<file path="src/rtl/source_switch_ctrl_pkg.sv">
// ----------------------------------------------------------------------------
// source_switch_ctrl_pkg
// Shared definitions for the source switch controller: channel encodings of
// the data source selector, the controller state enumeration and a channel
// validity helper.
// ----------------------------------------------------------------------------
package source_switch_ctrl_pkg;

    localparam logic [2:0] CH_STOP  = 3'd0;
    localparam logic [2:0] CH_FIXED = 3'd1;
    localparam logic [2:0] CH_RAM   = 3'd2;
    localparam logic [2:0] CH_SSD   = 3'd3;

    typedef enum logic [1:0] {
        IDLE,
        PULSE,
        SETTLE,
        RUN
    } state_e;

    // Channels 4..7 have no source behind them.
    function automatic logic ch_valid(input logic [2:0] ch);
        return (ch == CH_STOP) || (ch == CH_FIXED) || (ch == CH_RAM) || (ch == CH_SSD);
    endfunction

endpackage

</file>
<file path="src/rtl/source_switch_ctrl_switch_pulse_gen.sv">
// ----------------------------------------------------------------------------
// source_switch_ctrl_switch_pulse_gen
// Generates one selector load sequence: one setup cycle with update_flag low
// (channel_choose already stable), update_flag high for PULSE_LEN cycles, then
// a SETTLE_CYC countdown covering the selector's synchronizer and output
// register. Used for both start and stop switches.
// Ports:
//   clk, reset_n     clock, asynchronous active-low reset
//   i_start          begin a sequence (only while idle)
//   o_update_flag    registered load pulse to the selector
//   o_pulse_end      last cycle of the high phase
//   o_live           last settle cycle; the new source is live after this edge
// ----------------------------------------------------------------------------
module source_switch_ctrl_switch_pulse_gen #(
    parameter int unsigned PULSE_LEN  = 4,
    parameter int unsigned SETTLE_CYC = 4
) (
    input  logic clk,
    input  logic reset_n,
    input  logic i_start,
    output logic o_update_flag,
    output logic o_pulse_end,
    output logic o_live
);

    localparam int unsigned MaxLen = (PULSE_LEN > SETTLE_CYC) ? PULSE_LEN : SETTLE_CYC;
    localparam int unsigned CntW   = (MaxLen > 1) ? $clog2(MaxLen) : 1;

    typedef enum logic [1:0] {
        PG_IDLE,
        PG_ARM,
        PG_HIGH,
        PG_SETTLE
    } pg_state_e;

    pg_state_e       r_phase, w_phase_nxt;
    logic [CntW-1:0] r_cnt, w_cnt_nxt;
    logic            r_flag, w_flag_nxt;

    always_ff @(posedge clk or negedge reset_n) begin
        if (!reset_n) begin
            r_phase <= PG_IDLE;
            r_cnt   <= '0;
            r_flag  <= 1'b0;
        end else begin
            r_phase <= w_phase_nxt;
            r_cnt   <= w_cnt_nxt;
            r_flag  <= w_flag_nxt;
        end
    end

    always_comb begin
        w_phase_nxt = r_phase;
        w_cnt_nxt   = r_cnt;
        w_flag_nxt  = r_flag;
        unique case (r_phase)
            PG_IDLE: begin
                if (i_start) begin
                    w_phase_nxt = PG_ARM;
                end
            end
            PG_ARM: begin
                w_phase_nxt = PG_HIGH;
                w_flag_nxt  = 1'b1;
                w_cnt_nxt   = CntW'(PULSE_LEN - 1);
            end
            PG_HIGH: begin
                if (r_cnt == '0) begin
                    // Falling edge of update_flag loads the selection.
                    w_phase_nxt = PG_SETTLE;
                    w_flag_nxt  = 1'b0;
                    w_cnt_nxt   = CntW'(SETTLE_CYC - 1);
                end else begin
                    w_cnt_nxt = r_cnt - CntW'(1);
                end
            end
            PG_SETTLE: begin
                if (r_cnt == '0) begin
                    w_phase_nxt = PG_IDLE;
                end else begin
                    w_cnt_nxt = r_cnt - CntW'(1);
                end
            end
        endcase
    end

    assign o_update_flag = r_flag;
    assign o_pulse_end   = (r_phase == PG_HIGH) && (r_cnt == '0);
    assign o_live        = (r_phase == PG_SETTLE) && (r_cnt == '0);

endmodule

</file>
<file path="src/rtl/source_switch_ctrl.sv">
// ----------------------------------------------------------------------------
// source_switch_ctrl
// Sequencer for the data source selector. Takes "play channel N for W words"
// commands, switches the selector via channel_choose/update_flag, counts
// dat_wren words while running and switches back to the stop channel on
// burst end, watchdog timeout or preemption by a new command.
// Ports:
//   clk, reset_n              clock, asynchronous active-low reset
//   i_cmd_valid/o_cmd_ready   command handshake (ready in IDLE and RUN)
//   i_cmd_channel, i_cmd_words  target channel (4..7 invalid), burst length
//   i_dat_wren                selector output write strobe (monitor only)
//   o_channel_choose, o_update_flag  selector select interface
//   o_busy, o_active_channel, o_word_count  status
//   o_done, o_timeout, o_err_bad_channel    one-cycle event pulses
// ----------------------------------------------------------------------------
module source_switch_ctrl
    import source_switch_ctrl_pkg::*;
#(
    parameter int unsigned PULSE_LEN   = 4,
    parameter int unsigned SETTLE_CYC  = 4,
    parameter int unsigned TIMEOUT_CYC = 65535
) (
    input  logic        clk,
    input  logic        reset_n,
    input  logic        i_cmd_valid,
    output logic        o_cmd_ready,
    input  logic [2:0]  i_cmd_channel,
    input  logic [15:0] i_cmd_words,
    input  logic        i_dat_wren,
    output logic [2:0]  o_channel_choose,
    output logic        o_update_flag,
    output logic        o_busy,
    output logic [2:0]  o_active_channel,
    output logic [15:0] o_word_count,
    output logic        o_done,
    output logic        o_timeout,
    output logic        o_err_bad_channel
);

    localparam bit WdEn = (TIMEOUT_CYC != 0);

    state_e      r_state, w_state_nxt;
    logic [2:0]  r_target, w_target_nxt;
    logic [15:0] r_words, w_words_nxt;
    logic [2:0]  r_active;
    logic [15:0] r_count;
    logic [15:0] r_idle;
    logic        r_done, r_timeout, r_err;

    logic        w_cmd_acc, w_cmd_ok, w_cmd_bad;
    logic        w_word, w_burst_end, w_wd_fire;
    logic [15:0] w_count_inc;
    logic        w_start, w_run_entry, w_done_nxt, w_timeout_nxt;
    logic        w_pulse_end, w_live;

    assign o_cmd_ready = (r_state == IDLE) || (r_state == RUN);
    assign w_cmd_acc   = i_cmd_valid && o_cmd_ready;
    assign w_cmd_ok    = w_cmd_acc && ch_valid(i_cmd_channel);
    assign w_cmd_bad   = w_cmd_acc && !ch_valid(i_cmd_channel);

    // Words arriving outside RUN belong to a source being switched away from.
    assign w_word      = (r_state == RUN) && i_dat_wren;
    assign w_count_inc = (r_count == 16'hFFFF) ? r_count : r_count + 16'd1;
    assign w_burst_end = w_word && (r_words != 16'd0) && (w_count_inc == r_words);
    assign w_wd_fire   = WdEn && (r_state == RUN) && !i_dat_wren
                         && (r_idle == 16'(TIMEOUT_CYC - 1));

    source_switch_ctrl_switch_pulse_gen #(
        .PULSE_LEN  (PULSE_LEN),
        .SETTLE_CYC (SETTLE_CYC)
    ) u_pulse_gen (
        .clk           (clk),
        .reset_n       (reset_n),
        .i_start       (w_start),
        .o_update_flag (o_update_flag),
        .o_pulse_end   (w_pulse_end),
        .o_live        (w_live)
    );

    always_comb begin
        w_state_nxt   = r_state;
        w_target_nxt  = r_target;
        w_words_nxt   = r_words;
        w_start       = 1'b0;
        w_run_entry   = 1'b0;
        w_done_nxt    = 1'b0;
        w_timeout_nxt = 1'b0;
        unique case (r_state)
            IDLE: begin
                if (w_cmd_ok) begin
                    w_state_nxt  = PULSE;
                    w_target_nxt = i_cmd_channel;
                    w_words_nxt  = i_cmd_words;
                    w_start      = 1'b1;
                end
            end
            PULSE: begin
                if (w_pulse_end) begin
                    w_state_nxt = SETTLE;
                end
            end
            SETTLE: begin
                if (w_live) begin
                    if (r_target == CH_STOP) begin
                        w_state_nxt = IDLE;
                        w_done_nxt  = 1'b1;
                    end else begin
                        w_state_nxt = RUN;
                        w_run_entry = 1'b1;
                    end
                end
            end
            RUN: begin
                // Preempt beats burst end beats watchdog.
                if (w_cmd_ok) begin
                    w_state_nxt  = PULSE;
                    w_target_nxt = i_cmd_channel;
                    w_words_nxt  = i_cmd_words;
                    w_start      = 1'b1;
                end else if (w_burst_end) begin
                    w_state_nxt  = PULSE;
                    w_target_nxt = CH_STOP;
                    w_start      = 1'b1;
                end else if (w_wd_fire) begin
                    w_state_nxt   = PULSE;
                    w_target_nxt  = CH_STOP;
                    w_start       = 1'b1;
                    w_timeout_nxt = 1'b1;
                end
            end
        endcase
    end

    always_ff @(posedge clk or negedge reset_n) begin
        if (!reset_n) begin
            r_state   <= IDLE;
            r_target  <= CH_STOP;
            r_words   <= 16'd0;
            r_active  <= CH_STOP;
            r_count   <= 16'd0;
            r_idle    <= 16'd0;
            r_done    <= 1'b0;
            r_timeout <= 1'b0;
            r_err     <= 1'b0;
        end else begin
            r_state   <= w_state_nxt;
            r_target  <= w_target_nxt;
            r_words   <= w_words_nxt;
            r_done    <= w_done_nxt;
            r_timeout <= w_timeout_nxt;
            r_err     <= w_cmd_bad;

            if (w_run_entry) begin
                r_active <= r_target;
            end else if ((r_state == RUN) && (w_state_nxt != RUN)) begin
                r_active <= CH_STOP;
            end

            if (w_run_entry) begin
                r_count <= 16'd0;
            end else if (w_word) begin
                r_count <= w_count_inc;
            end

            if (w_run_entry || w_word) begin
                r_idle <= 16'd0;
            end else if (WdEn && (r_state == RUN)) begin
                r_idle <= r_idle + 16'd1;
            end
        end
    end

    assign o_channel_choose  = r_target;
    assign o_busy            = (r_state != IDLE);
    assign o_active_channel  = r_active;
    assign o_word_count      = r_count;
    assign o_done            = r_done;
    assign o_timeout         = r_timeout;
    assign o_err_bad_channel = r_err;

endmodule

</file>
<file path="config.mk">
export PLATFORM = sky130hd
export DESIGN_NAME = source_switch_ctrl
export DESIGN_NICKNAME = d
export VERILOG_FILES = /design/src/rtl/source_switch_ctrl_pkg.sv /design/src/rtl/source_switch_ctrl_switch_pulse_gen.sv /design/src/rtl/source_switch_ctrl.sv
export SDC_FILE = /design/constraint.sdc
export NUM_CORES = 1
export LEC_CHECK = 0
export ABC_AREA = 0
export CAP_MARGIN = 20
export CORE_MARGIN = 2
export CORE_UTILIZATION = 60
export DETAILED_ROUTE_END_ITERATION = 7
export PLACE_DENSITY = 0.86
export SLEW_MARGIN = 5
export SYNTH_ARGS = -nofsm -noshare
export SYNTH_HDL_FRONTEND = slang
export SYNTH_SLANG_ARGS = --single-unit
export TNS_END_PERCENT = 5
</file>
<file path="constraint.sdc">
create_clock -name clk -period 6 [get_ports clk]
set_input_delay 1.2 -clock clk [delete_from_list [all_inputs] [get_ports clk]]
set_output_delay 1.2 -clock clk [all_outputs]
set_load 0.02 [all_outputs]
</file>
== Word-level counts from Yosys, hierarchy flattened ==
Cells that the tools add are included.
W data, S select, Z words.

* Div/mod/pow operators: 0
* Eq/ne operators: 19
* Reductions and logical operators: 37
* Multiply operators: 0
* Bitwise logic cells: 0
* Shifts and indexed selects: 0
* Add/sub/neg operators: 3
* Multiplexer cells: 43
* Order comparisons: 0

{| class="wikitable"
|+ Operators by type and width
! kind !! count
|-
| $mux W16 || 5
|-
| $add A16 B1 Y16 const B || 2
|-
| $eq A16 B16 Y1 const B || 2
|-
| $mux W2 || 12
|-
| $mux W3 || 6
|-
| $eq A16 B16 Y1 || 1
|-
| $pmux W2 S4 || 2
|-
| $reduce_bool A16 Y1 || 1
|-
| $mux W1 || 14
|-
| $reduce_bool A2 Y1 || 6
|-
| $logic_and A1 B1 Y1 || 11
|-
| $eq A2 B2 Y1 const B || 4
|-
| $eq A3 B2 Y1 const B || 2
|-
| $logic_not A2 Y1 || 3
|-
| $logic_not A3 Y1 || 2
|-
| $ne A2 B1 Y1 const B || 3
|-
| $ne A2 B2 Y1 const B || 3
|-
| $pmux W2 S3 || 1
|-
| $pmux W3 S2 || 1
|-
| $reduce_and A2 Y1 || 3
|-
| $reduce_and A3 Y1 || 2
|-
| $logic_or A1 B1 Y1 || 5
|-
| $eq A2 B1 Y1 const B || 2
|-
| $ne A4 B4 Y1 const B || 1
|-
| 6 further kinds || 8
|}

* Bits in read-only memories: 0
* Output and inout bits: 28
* Memories: 0
* Bits in writable memories: 0
* Latch bits: 0
* Flip-flop bits (word level): 64

== Longest topological paths before layout ==
Gate-level depths: netlist (run 1).

* Depth after elaboration: 11
* Depth in mapped cells: 12
* Depth with buffers taken out: 10

== Hierarchy ==
Synthesis (run 1) repeated with hierarchy kept, for this count alone.

* Cells, all modules: 450
* Area, all modules: 3,883.7 um^2

{| class="wikitable"
|+ By module, submodules not included
! module !! area an instance (um^2) !! seq. area each (um^2) !! cells an instance !! times used
|-
| source_switch_ctrl || 3,525.9 || 1,476.4 || 414 || 1
|-
| source_switch_ctrl_switch_pulse_gen || 357.8 || 125.1 || 36 || 1
|}

== Least setup slack after synthesis (run 1) ==
Ideal clock, no wire load.

* Path type: reg2reg
* From: reg r_count[0], in the netlist o_word_count[0]
* To: reg u_pulse_gen.r_phase[1]
* Cell stages (with the launch flop): 13
* Arrival: 3.203 ns
* Path buffers: 2
* Slack: 2.669 ns
* Library setup time: 0.128 ns
* Period minus slack after synthesis: 3.331 ns
* Cells stage by stage: dfrtp_1 > ha_1 > clkbuf_1 > nand4_1 > or4_4 > buf_6 > nand3b_1 > o311ai_1 > or4_4 > nor4b_4 > nor2_2 > a31oi_4 > mux2_1

* Cells in the longest elaborated chain, start to end: 9
* Elaborated cells between the ends (all ways): 10

{| class="wikitable"
|+ RTL lines
! item !! line !! text
|-
| start, declared || source_switch_ctrl.sv:46 || <nowiki>logic [15:0] r_count;</nowiki>
|-
| start signal, assigned || source_switch_ctrl.sv:162 || <nowiki>r_count <= w_count_inc;</nowiki>
|-
| $add A16 B1 Y16 / $eq A16 B16 Y1 (equally long branches) || source_switch_ctrl.sv:63 || <nowiki>assign w_count_inc = (r_count == 16'hFFFF) ? r_count : r_count + 16'd1;</nowiki>
|-
| $mux W16 * || source_switch_ctrl.sv:63 ||
|-
| $eq A16 B16 Y1 * || source_switch_ctrl.sv:64 || <nowiki>assign w_burst_end = w_word && (r_words != 16'd0) && (w_count_inc == r_words);</nowiki>
|-
| $logic_and A1 B1 Y1 * || source_switch_ctrl.sv:64 ||
|-
| $mux W1 * || source_switch_ctrl.sv:120 || <nowiki>end else if (w_burst_end) begin</nowiki>
|-
| $mux W1 * || source_switch_ctrl.sv:115 || <nowiki>if (w_cmd_ok) begin</nowiki>
|-
| $pmux W1 S2 * || source_switch_ctrl.sv:88 || <nowiki>unique case (r_state)</nowiki>
|-
| $ne A2 B1 Y1 (no source line) * || -- ||
|-
| $reduce_and A3 Y1 (no source line) * || -- ||
|-
| end signal, assigned || source_switch_ctrl_switch_pulse_gen.sv:46 || <nowiki>r_phase <= w_phase_nxt;</nowiki>
|-
| end, declared || source_switch_ctrl_switch_pulse_gen.sv:36 || <nowiki>pg_state_e r_phase, w_phase_nxt;</nowiki>
|}

Every way passes the cells marked *; elsewhere a longest branch is shown, timed or not.
A chain may end at the register's enable or synchronous reset.

== Worst setup path after layout (run 1) ==
* From: reg r_count[1], in the netlist o_word_count[1]
* To: reg u_pulse_gen.r_phase[1]

The elaborated chain is that of the path after synthesis.

==> results of run 1 <==
-- through the flow --
stage / setup WS [ns] / cell area (um2)
CTS: 2.45 / 4680
floorplan: 2.67 / 3950
global route: 2.14 / 4680
global placement: 2.27 / 4450
detailed placement: 2.17 / 4450
finish: 2.39 / 4680
-- layer usage --
| metal | vias to the layer above | routed length (um) | track usage | share of wire |
|---|---|---|---|---|
| li1 | 1704 | - | - | - |
| met2 | 152 | 4820 | 0.463 | 0.50 |
| met1 | 1798 | 4040 | 0.364 | 0.42 |
| met5 | - | 0 | 0 | 0 |
| met4 | 0 | 217 | 0.0996 | 0.022 |
| met3 | 23 | 578 | 0.0584 | 0.060 |
-- worst register-to-register path, cell delays in order, from the launching register on --
cell and delay, ns:
sky130_fd_sc_hd__dfrtp_1 0.48, sky130_fd_sc_hd__ha_1 0.41, sky130_fd_sc_hd__nand3_1 0.21, sky130_fd_sc_hd__nor3_1 0.58
sky130_fd_sc_hd__o21a_1 0.19, sky130_fd_sc_hd__a211oi_1 0.05, sky130_fd_sc_hd__or4_4 0.56, sky130_fd_sc_hd__nor4b_4 0.34
sky130_fd_sc_hd__nor2_2 0.13, sky130_fd_sc_hd__a31oi_4 0.21, sky130_fd_sc_hd__mux2_1 0.33
-- registers in the layout, summed over array words and instances, names as in the netlist, 2 cells and up --
register and count:
o_word_count 16, r_idle 16, r_words 16, o_active_channel 3, o_channel_choose 3, r_state 2, u_pulse_gen.r_cnt 2, u_pulse_gen.r_phase 2
-- power groups by stage --
stage          Sequential, mW  Combinational, mW  Clock [mW]
3_3_place_gp            0.682              0.655           0
6_report                0.687              0.693       0.436
2_1_floorplan           0.667              0.477           0
3_5_place_dp            0.690              0.675           0
5_1_grt                 0.701              0.765       0.455
4_1_cts                 0.681              0.689       0.436
-- logic make-up after synthesis --
family / Yosys count
simple gates: 215
xor+xnor: 32
mux: 4
flops: 64
buf+inv: 50
compound gates: 84
fa+ha+maj: 12
-- cell type report --
| class | instances | area, um2 | share of cell area |
|---|---|---|---|
| multi-input combinational | 347 | 2150 | 0.460 |
| tap | 77 | 96.3 | 0.0206 |
| inverter | 25 | 93.8 | 0.0200 |
| sequential | 64 | 1600 | 0.342 |
| clock buffer | 10 | 138 | 0.0294 |
| timing repair buffer | 52 | 510 | 0.109 |
| clock inverter | 6 | 90.1 | 0.0192 |
-- cell usage in the layout (no fill, tap or decap), types with 2 or more instances in the layout --
cell / instances
sky130_fd_sc_hd__and4_1: 2
sky130_fd_sc_hd__and3_1: 7
sky130_fd_sc_hd__nor2_1: 40
sky130_fd_sc_hd__nand3_1: 20
sky130_fd_sc_hd__and2_1: 5
sky130_fd_sc_hd__a211oi_1: 3
sky130_fd_sc_hd__mux2i_1: 3
sky130_fd_sc_hd__or2_2: 3
sky130_fd_sc_hd__xnor2_1: 8
sky130_fd_sc_hd__o22ai_1: 2
sky130_fd_sc_hd__buf_4: 2
sky130_fd_sc_hd__clkbuf_8: 10
sky130_fd_sc_hd__a32oi_1: 6
sky130_fd_sc_hd__o41ai_1: 2
sky130_fd_sc_hd__bufinv_16: 2
sky130_fd_sc_hd__nor4_1: 10
sky130_fd_sc_hd__or4_1: 2
sky130_fd_sc_hd__nand4_1: 13
sky130_fd_sc_hd__a21oi_1: 19
sky130_fd_sc_hd__inv_6: 2
sky130_fd_sc_hd__o211a_1: 2
sky130_fd_sc_hd__o2111ai_1: 3
sky130_fd_sc_hd__inv_1: 25
sky130_fd_sc_hd__ha_1: 12
sky130_fd_sc_hd__o21ai_0: 22
sky130_fd_sc_hd__clkdlybuf4s50_1: 49
sky130_fd_sc_hd__nor3_1: 10
sky130_fd_sc_hd__xor2_1: 23
sky130_fd_sc_hd__o21a_1: 3
sky130_fd_sc_hd__nor3b_1: 3
sky130_fd_sc_hd__nand2b_1: 4
sky130_fd_sc_hd__nand2_1: 75
sky130_fd_sc_hd__nor2b_1: 4
sky130_fd_sc_hd__or3_1: 9
sky130_fd_sc_hd__dfrtp_1: 64
sky130_fd_sc_hd__or4_4: 2
sky130_fd_sc_hd__a311oi_1: 3
-- final timing paths --
path | to | cells past startpoint | slack, ns
max in group asynchronous | o_active_channel[1] | 2 | 4.48
worst max register to register | u_pulse_gen.r_phase[1] | 10 | 2.39
worst min register to register | u_pulse_gen.r_cnt[0] | 1 | 0.52
min in group asynchronous | o_word_count[15] | 2 | 1.00
worst max-delay path | u_pulse_gen.r_phase[1] | 10 | 2.39
worst min-delay path | u_pulse_gen.r_cnt[0] | 1 | 0.52
==> results.md, run 1 <==
- The cell type contributing the most total cell area after synthesis is sky130_fd_sc_hd__dfrtp_1.
- The number of cells produced by synthesis is ~460.
- The run finished with clean final reports.
- Across all layers, the routed design uses about 3700 vias.
- The design draws between 1.5 and 2 mW.
- The number of failing hold endpoints at the final stage was 0.
- The number of nets handed over by synthesis was ~500.
- ~50 I/O pins were placed.
- CTS saw 64 sinks.
- Global routing finished with a remaining overflow of 0.
- The combinational group share of total power is 0.382.
- Setup repair after global routing left no endpoint under its margin.
- After detailed routing, the average wire length per cell comes to between 15 and 20 um.
- The detail route stage leaves a number of antenna-violating nets equal to 0.
- Adding up every negative setup slack in the final design gives 0 ns.
- The final core utilization is 0.737.
- The final number of max-transition violations is 0.
- The cell chosen for the clock root is sky130_fd_sc_hd__clkbuf_8.
- The count of buffers from port buffering is 50.
- Hold is met by around 0.52 ns.
- The most critical setup path has its startpoint at o_word_count[1].
- The cell family contributing the most delay on the critical path is simple AND/OR/NAND/NOR gates.
- The worst-case headroom to the max-slew limit is 0.480.
- Together, buffers and inverters on the worst path number 0.
- In this run the number of H-tree levels came out at 3.
- The area growth from synthesis to layout is 18.4%.
- The proportion of netlist area held by the largest area contributor is 0.405.
- The fraction of layout cells with a size suffix above 1 is 0.0575.
- The number of placed instances, taps included, is ~570.
- For this run, the detailed router's first-pass iteration total came to 5.
- The buffer count from post-CTS setup fixing is 0.
- The maximum number of pins on one net before global-route repair is 65.
- The DRC violation total after the first TritonRoute iteration is ~240.
- The via count of the first global-routing pass is approximately 3500.
- After legalization and detailed placement, the total HPWL measured roughly 6800 um.
- On the worst path, the slowest cell contributes a delay of 0.58 ns.
- The most used flip-flop cell after synthesis is sky130_fd_sc_hd__dfrtp_1.
- The signal arrival time at the worst endpoint is 3.84 ns.
- The post-synth design cell area is between 3000 and 4000 um2.
- The simple logic cell fraction of the synthesized area is 0.273.
- The power density over the cells is between 300 and 400 nW/um2.
- The floorplan step defined a core boundary enclosing between 6000 and 7000 um2.
- Counting flops and latches in the post-synthesis netlist gives 64.
- The multiplexer share of the synthesized area is 0.0104.
- Of the total synthesized cell area, the portion taken by full adders, half adders and majority gates is 0.0380.
- The final layout contains routed wiring with a total length of ~9700 um.
- The placer's final routability congestion estimate is between 0.9 and 1.
- The synthesized-area fraction occupied by xor and xnor cells is 0.0744.
- Using the TritonRoute via totals, the vias-per-cell ratio works out to ~6.3.
- The insertion delay of the later-clocked pin in the worst-skew pair is ~0.35 ns.
- The number of warning messages in the yosys log is 0.
- The area enclosed by the die boundary is 7250 um2.
- The main combinational cell family by area after synthesis is simple AND/OR/NAND/NOR gates.
- Across the routed clock network, the largest skew measured is approximately 0.0096 ns.
- VDD sags by at most roughly 260 uV.
- The clock-pin slew of the registers on the worst-case setup and hold paths is around 0.080 ns.
- The first-pass GRT wire length is between 15000 and 20000 um.
- The chip height is between 80 and 90 um.
- Max-cap violations in this run came to 0.
- The kind of start point of the critical path is a flop.
- The required time of the worst setup path is approximately 6.2 ns.
- In the synthesized netlist, the cells that appear most often are sky130_fd_sc_hd__nand2_1 (75), sky130_fd_sc_hd__dfrtp_1 (64), sky130_fd_sc_hd__nor2_1 (40), sky130_fd_sc_hd__inv_1 (25), sky130_fd_sc_hd__xor2_1 (23).
- In this run the mean area of a mapped cell was around 8.6 um2.
- The horizontal die dimension is around 85 um.
- The kind of end point of the critical path is a flop.
- Of the available clock period, the critical path in the final layout requires 0.601.
- Summed over all cells, the static leakage comes to 2.05 nW.
- The slowest cell on the critical path is sky130_fd_sc_hd__nor3_1.
- The TritonCTS clock tree is yes.
- The cell-internal power is about 1.1 mW.
- In the post-synthesis netlist, the biggest area contributors are sky130_fd_sc_hd__dfrtp_1 (41%), sky130_fd_sc_hd__nand2_1 (7.1%), sky130_fd_sc_hd__xor2_1 (5.1%), sky130_fd_sc_hd__ha_1 (3.8%), sky130_fd_sc_hd__nor2_1 (3.8%).
- The classification of the worst-slack hold path is flop to flop.
- The netlist uses 62 different library cells.
- For this configuration, the core starts out at a cell density of 0.623.
- For the finished layout, the period the worst path requires is about 3.6 ns.
- The reg-to-reg startpoint is o_word_count[1].
- The number of hold buffers added after CTS was 0.
- The signal on the critical path passes through ha_1 > nand3_1 > nor3_1 > o21a_1 > a211oi_1 > or4_4 > nor4b_4 > nor2_2 > a31oi_4 > mux2_1.
- Timing would allow up to around 0.28 GHz.
- The slew of the pin with the lowest slew margin is slightly below 0.8 ns.
- The layout has 464 filler cells.
- The initialized floorplan defines 29 standard-cell rows.
- In this run the most critical hold path is launched from u_pulse_gen.r_cnt[0].
- The number of CTS-inserted buffers is 9.
- The path type of the worst setup path is flop to flop.
- For this design the total switching power over the nets is just over 700 uW.
- The post-route DRC violation count is 0.
- The compound-gate portion of the synthesized area is 0.148.
- Excluding fillers, the count of instances in the completed layout stands at around 580.
- The clock passes through at most 2 buffers.
- Across every metal layer, demand over resource in global routing totals 0.280.
- The count of flip-flops with a built-in enable after synthesis is 0.
- Of the total power, the clock network draws 0.240.
- At the end of the flow, the number of nets in the layout was 534.
- Of the total power, the share spent switching nets is 0.397.
- Along the worst path, the maximum fanout reaches 10.
- Setup violations remaining at the end of the flow were counted as 0.
- The proportion of register bits with asynchronous set or reset after synthesis is 1.00.
- The sequential share of the synthesized area is 0.405.
- The initial antenna violation count is 0.
- The number of antenna cells inserted is 0.
- The dominant cell by count in the synthesized netlist is sky130_fd_sc_hd__nand2_1.
- The share of total power dissipated in sequential elements is 0.378.
- Once the clock tree was built, the resizer swapped 0 gates to a different size.
Note: power is estimated with default switching activity, not from simulation.
==> run 2: changes to the inputs <==
--- a/config.mk
+++ b/config.mk
@@ -8,9 +8,9 @@
 export ABC_AREA = 0
 export CAP_MARGIN = 20
 export CORE_MARGIN = 2
-export CORE_UTILIZATION = 60
+export CORE_UTILIZATION = 56
 export DETAILED_ROUTE_END_ITERATION = 7
-export PLACE_DENSITY = 0.86
+export PLACE_DENSITY = 0.81
 export SLEW_MARGIN = 5
 export SYNTH_ARGS = -nofsm -noshare
 export SYNTH_HDL_FRONTEND = slang
==> constraint.sdc (replaced) <==
create_clock -name clk -period 3.4 [get_ports clk]
set_input_delay 0.68 -clock clk [delete_from_list [all_inputs] [get_ports clk]]
set_output_delay 0.68 -clock clk [all_outputs]
set_load 0.02 [all_outputs]
==> run 2 against run 1 <==
Effect of this change:
- final cell count up 5.5%
- die area up 6.8%
- core utilization decreased by 3.3 points
- combinational power up 88%
- worst setup slack worse by 2.2 ns
- power is 74% higher
- first-iteration DRC count increased by 1.3%
- flip-flop and latch count unchanged
- worst hold slack got worse by 0.16 ns
- sequential power is 72% higher
- largest cell class unchanged
==> results.md, run 2 (synthesis gave the netlist of run 1 again) <==
- The number of nets at the end of the flow is roughly 550.
- The congestion estimate from routability-driven global placement came to 0.936.
- The worst setup path is launched from a flop.
- The number of CTS-inserted buffers is 9.
- The I/O pin total is slightly above 50.
- The cell leakage power is ~2.1 nW.
- The starting utilization of the core area is 0.579.
- The pre-CTS setup slack is ~0.18 ns.
- From bottom edge to top edge, the die measures 88.0 um.
- The signal arrival time at the worst endpoint is approximately 3.5 ns.
- Of the available clock period, the critical path in the final layout requires 0.952.
- The reg-to-reg startpoint is o_word_count[10].
- The area enclosed by the die boundary is a little under 8000 um2.
- At the later pin of the worst-skew pair, clock insertion delay measures 0.35 ns.
- The number of failing setup endpoints in the final timing report is 0.
- After the first detailed-routing iteration, the DRC count stood at 241.
- The worst-case headroom to the max-slew limit is 0.439.
- The worst setup path is captured at a flop.
- In this run the standard cell core region covers a little under 7000 um2.
- The flow ran to the end, and the final reports show no timing, DRC or antenna violations.
- After detailed routing, the total wire length is about 9900 um.
- Of the cells placed in the final design, the portion with a size suffix greater than 1 is 0.0948.
- Leaving out fill and tap cells, the most frequent cell in the layout is sky130_fd_sc_hd__nand2_1.
- The filler cells instantiated in the layout total between 500 and 600.
- The maximum number of buffers from clock root to sink is 2.
- The number of failing hold endpoints at the final stage was 0.
- From synthesis to final layout, the design area changed by 21.7%.
- The required time of the worst setup path is 3.64 ns.
- The routed layout has around 3700 vias.
- At the pin with the least slew margin, the transition time is between 0.8 and 0.9 ns.
- Static timing analysis puts the maximum clock frequency at ~0.31 GHz.
- After layout, the worst setup slack is between 0.15 and 0.2 ns.
- Across the run, the number of max-cap violations was 0.
- The number of nets with antenna violations after detailed routing is 0.
- The via count of the first global-routing pass is around 3500.
- The horizontal die dimension is between 80 and 90 um.
- The number of iterations in the first detailed-routing pass is 5.
- The remaining global-route overflow is 0.
- Once detailed placement completed, the half-perimeter wirelength came to 7160 um.
- The final critical-path required period is 3.24 ns.
- In the routed design, unresolved DRC markers number 0.
- The H-tree was split into 3 levels.
- The power density over the cells is 656 nW/um2.
- The tree is rooted in a sky130_fd_sc_hd__clkbuf_8.
- The count of buffers from port buffering is 50.
- The clock drives between 60 and 70 sinks.
- The total routing usage reported by global routing is 0.275.
- The critical path is of the flop to flop type.
- The TritonCTS clock tree is yes.
- The initial antenna violation count is 0.
- The first-pass GRT wire length is 16700 um.
- The worst voltage drop across the vdd grid is around 440 uV.
- The worst hold path belongs to the class input pin to asynchronous set/reset pin.
- On the final layout, the worst clock skew is roughly 0.011 ns.
- The clock-pin slew of the registers on the worst-case setup and hold paths is 0.07 ns.
- Row generation in the floorplan step produced 30 rows.
- The repair_antennas step left the layout with diodes totalling 0.
- The average detailed-routed wire length per instance is roughly 16 um.
- The highest fanout seen on the critical path is 10.
- The number of cells on the worst reg-to-reg path is 10.
- In the final layout, flip-flops and latches occupy roughly 1600 um2.
- The final number of max-transition violations was 0.
- Leaving out fill and tap cells, the most frequent cells in the layout are sky130_fd_sc_hd__nand2_1 (75), sky130_fd_sc_hd__dfrtp_1 (60), sky130_fd_sc_hd__clkdlybuf4s50_1 (49), sky130_fd_sc_hd__nor2_1 (40), sky130_fd_sc_hd__inv_1 (25).
- The critical path starts at o_word_count[10].
- Summing all multi-input logic gate instances after layout gives around 2200 um2.
- The final core utilization is 0.704.
- Entering global routing, the biggest net connects 32 pins.
- Dividing the detail-routed via count by the number of cells gives ~6.
==> run 2: worst paths after layout <==
check	endpoint	slack [ns]
worst max register to register	u_pulse_gen.r_phase[1]	0.16
max in group asynchronous	r_words[6]	2.29
worst min-delay path	o_word_count[4]	0.36
worst min register to register	u_pulse_gen.r_cnt[0]	0.54
min in group clk	u_pulse_gen.r_cnt[0]	0.54
worst max-delay path	u_pulse_gen.r_phase[1]	0.16
==> run 2: critical path: stages (launching register included) <==
cell and delay [ns]:
sky130_fd_sc_hd__dfrtp_1 0.54, sky130_fd_sc_hd__nand4_1 0.32, sky130_fd_sc_hd__nor4_1 0.30, sky130_fd_sc_hd__buf_4 0.19, sky130_fd_sc_hd__xnor2_1 0.16, sky130_fd_sc_hd__nor2_1 0.07, sky130_fd_sc_hd__or4_4 0.55, sky130_fd_sc_hd__nor4b_4 0.33
sky130_fd_sc_hd__nor2_2 0.12, sky130_fd_sc_hd__a31oi_4 0.20, sky130_fd_sc_hd__mux2_1 0.33
==> run 2: final cells by class <==
class | instances | area share
multi-input combinational | 347 | 0.453
sequential | 64 | 0.334
timing repair buffer | 65 | 0.126
clock buffer | 10 | 0.0286
tap | 96 | 0.0250
inverter | 25 | 0.0195
clock inverter | 6 | 0.0140
==> run 2: per-layer routing <==
| layer | vias to the layer above | GRT usage | wire length [um] |
|---|---|---|---|
| met5 | - | 0 | 0 |
| met3 | 25 | 0.0679 | 714 |
| met1 | 1774 | 0.353 | 4190 |
| li1 | 1731 | - | - |
| met4 | 0 | 0.0923 | 196 |
| met2 | 160 | 0.457 | 4840 |
==> run 2: where the power goes <==
| part | switching (mW) | internal, mW |
|---|---|---|
| Combinational | 0.706 | 0.594 |
| Sequential | 0.232 | 0.944 |
| Clock | 0.319 | 0.361 |
==> run 2: what timing repair did <==
item,4_1_cts,5_1_grt
resized for setup,0,9
setup buffers,0,1
setup endpoints to repair,0,2
hold buffers,0,0
==> run 2: per-stage QoR <==
step	area [um2]	hold WS, ns	power, mW	instances	TNS, ns
after floorplan	3950	0.384	2.02	461	0
after global placement	4570	0.505	2.42	596	0
after detailed placement	4570	0.520	2.46	596	0
after CTS	4770	0.385	3.15	612	0
after global routing	4810	0.416	3.38	613	-0.0502
final	4810	0.363	3.16	613	0
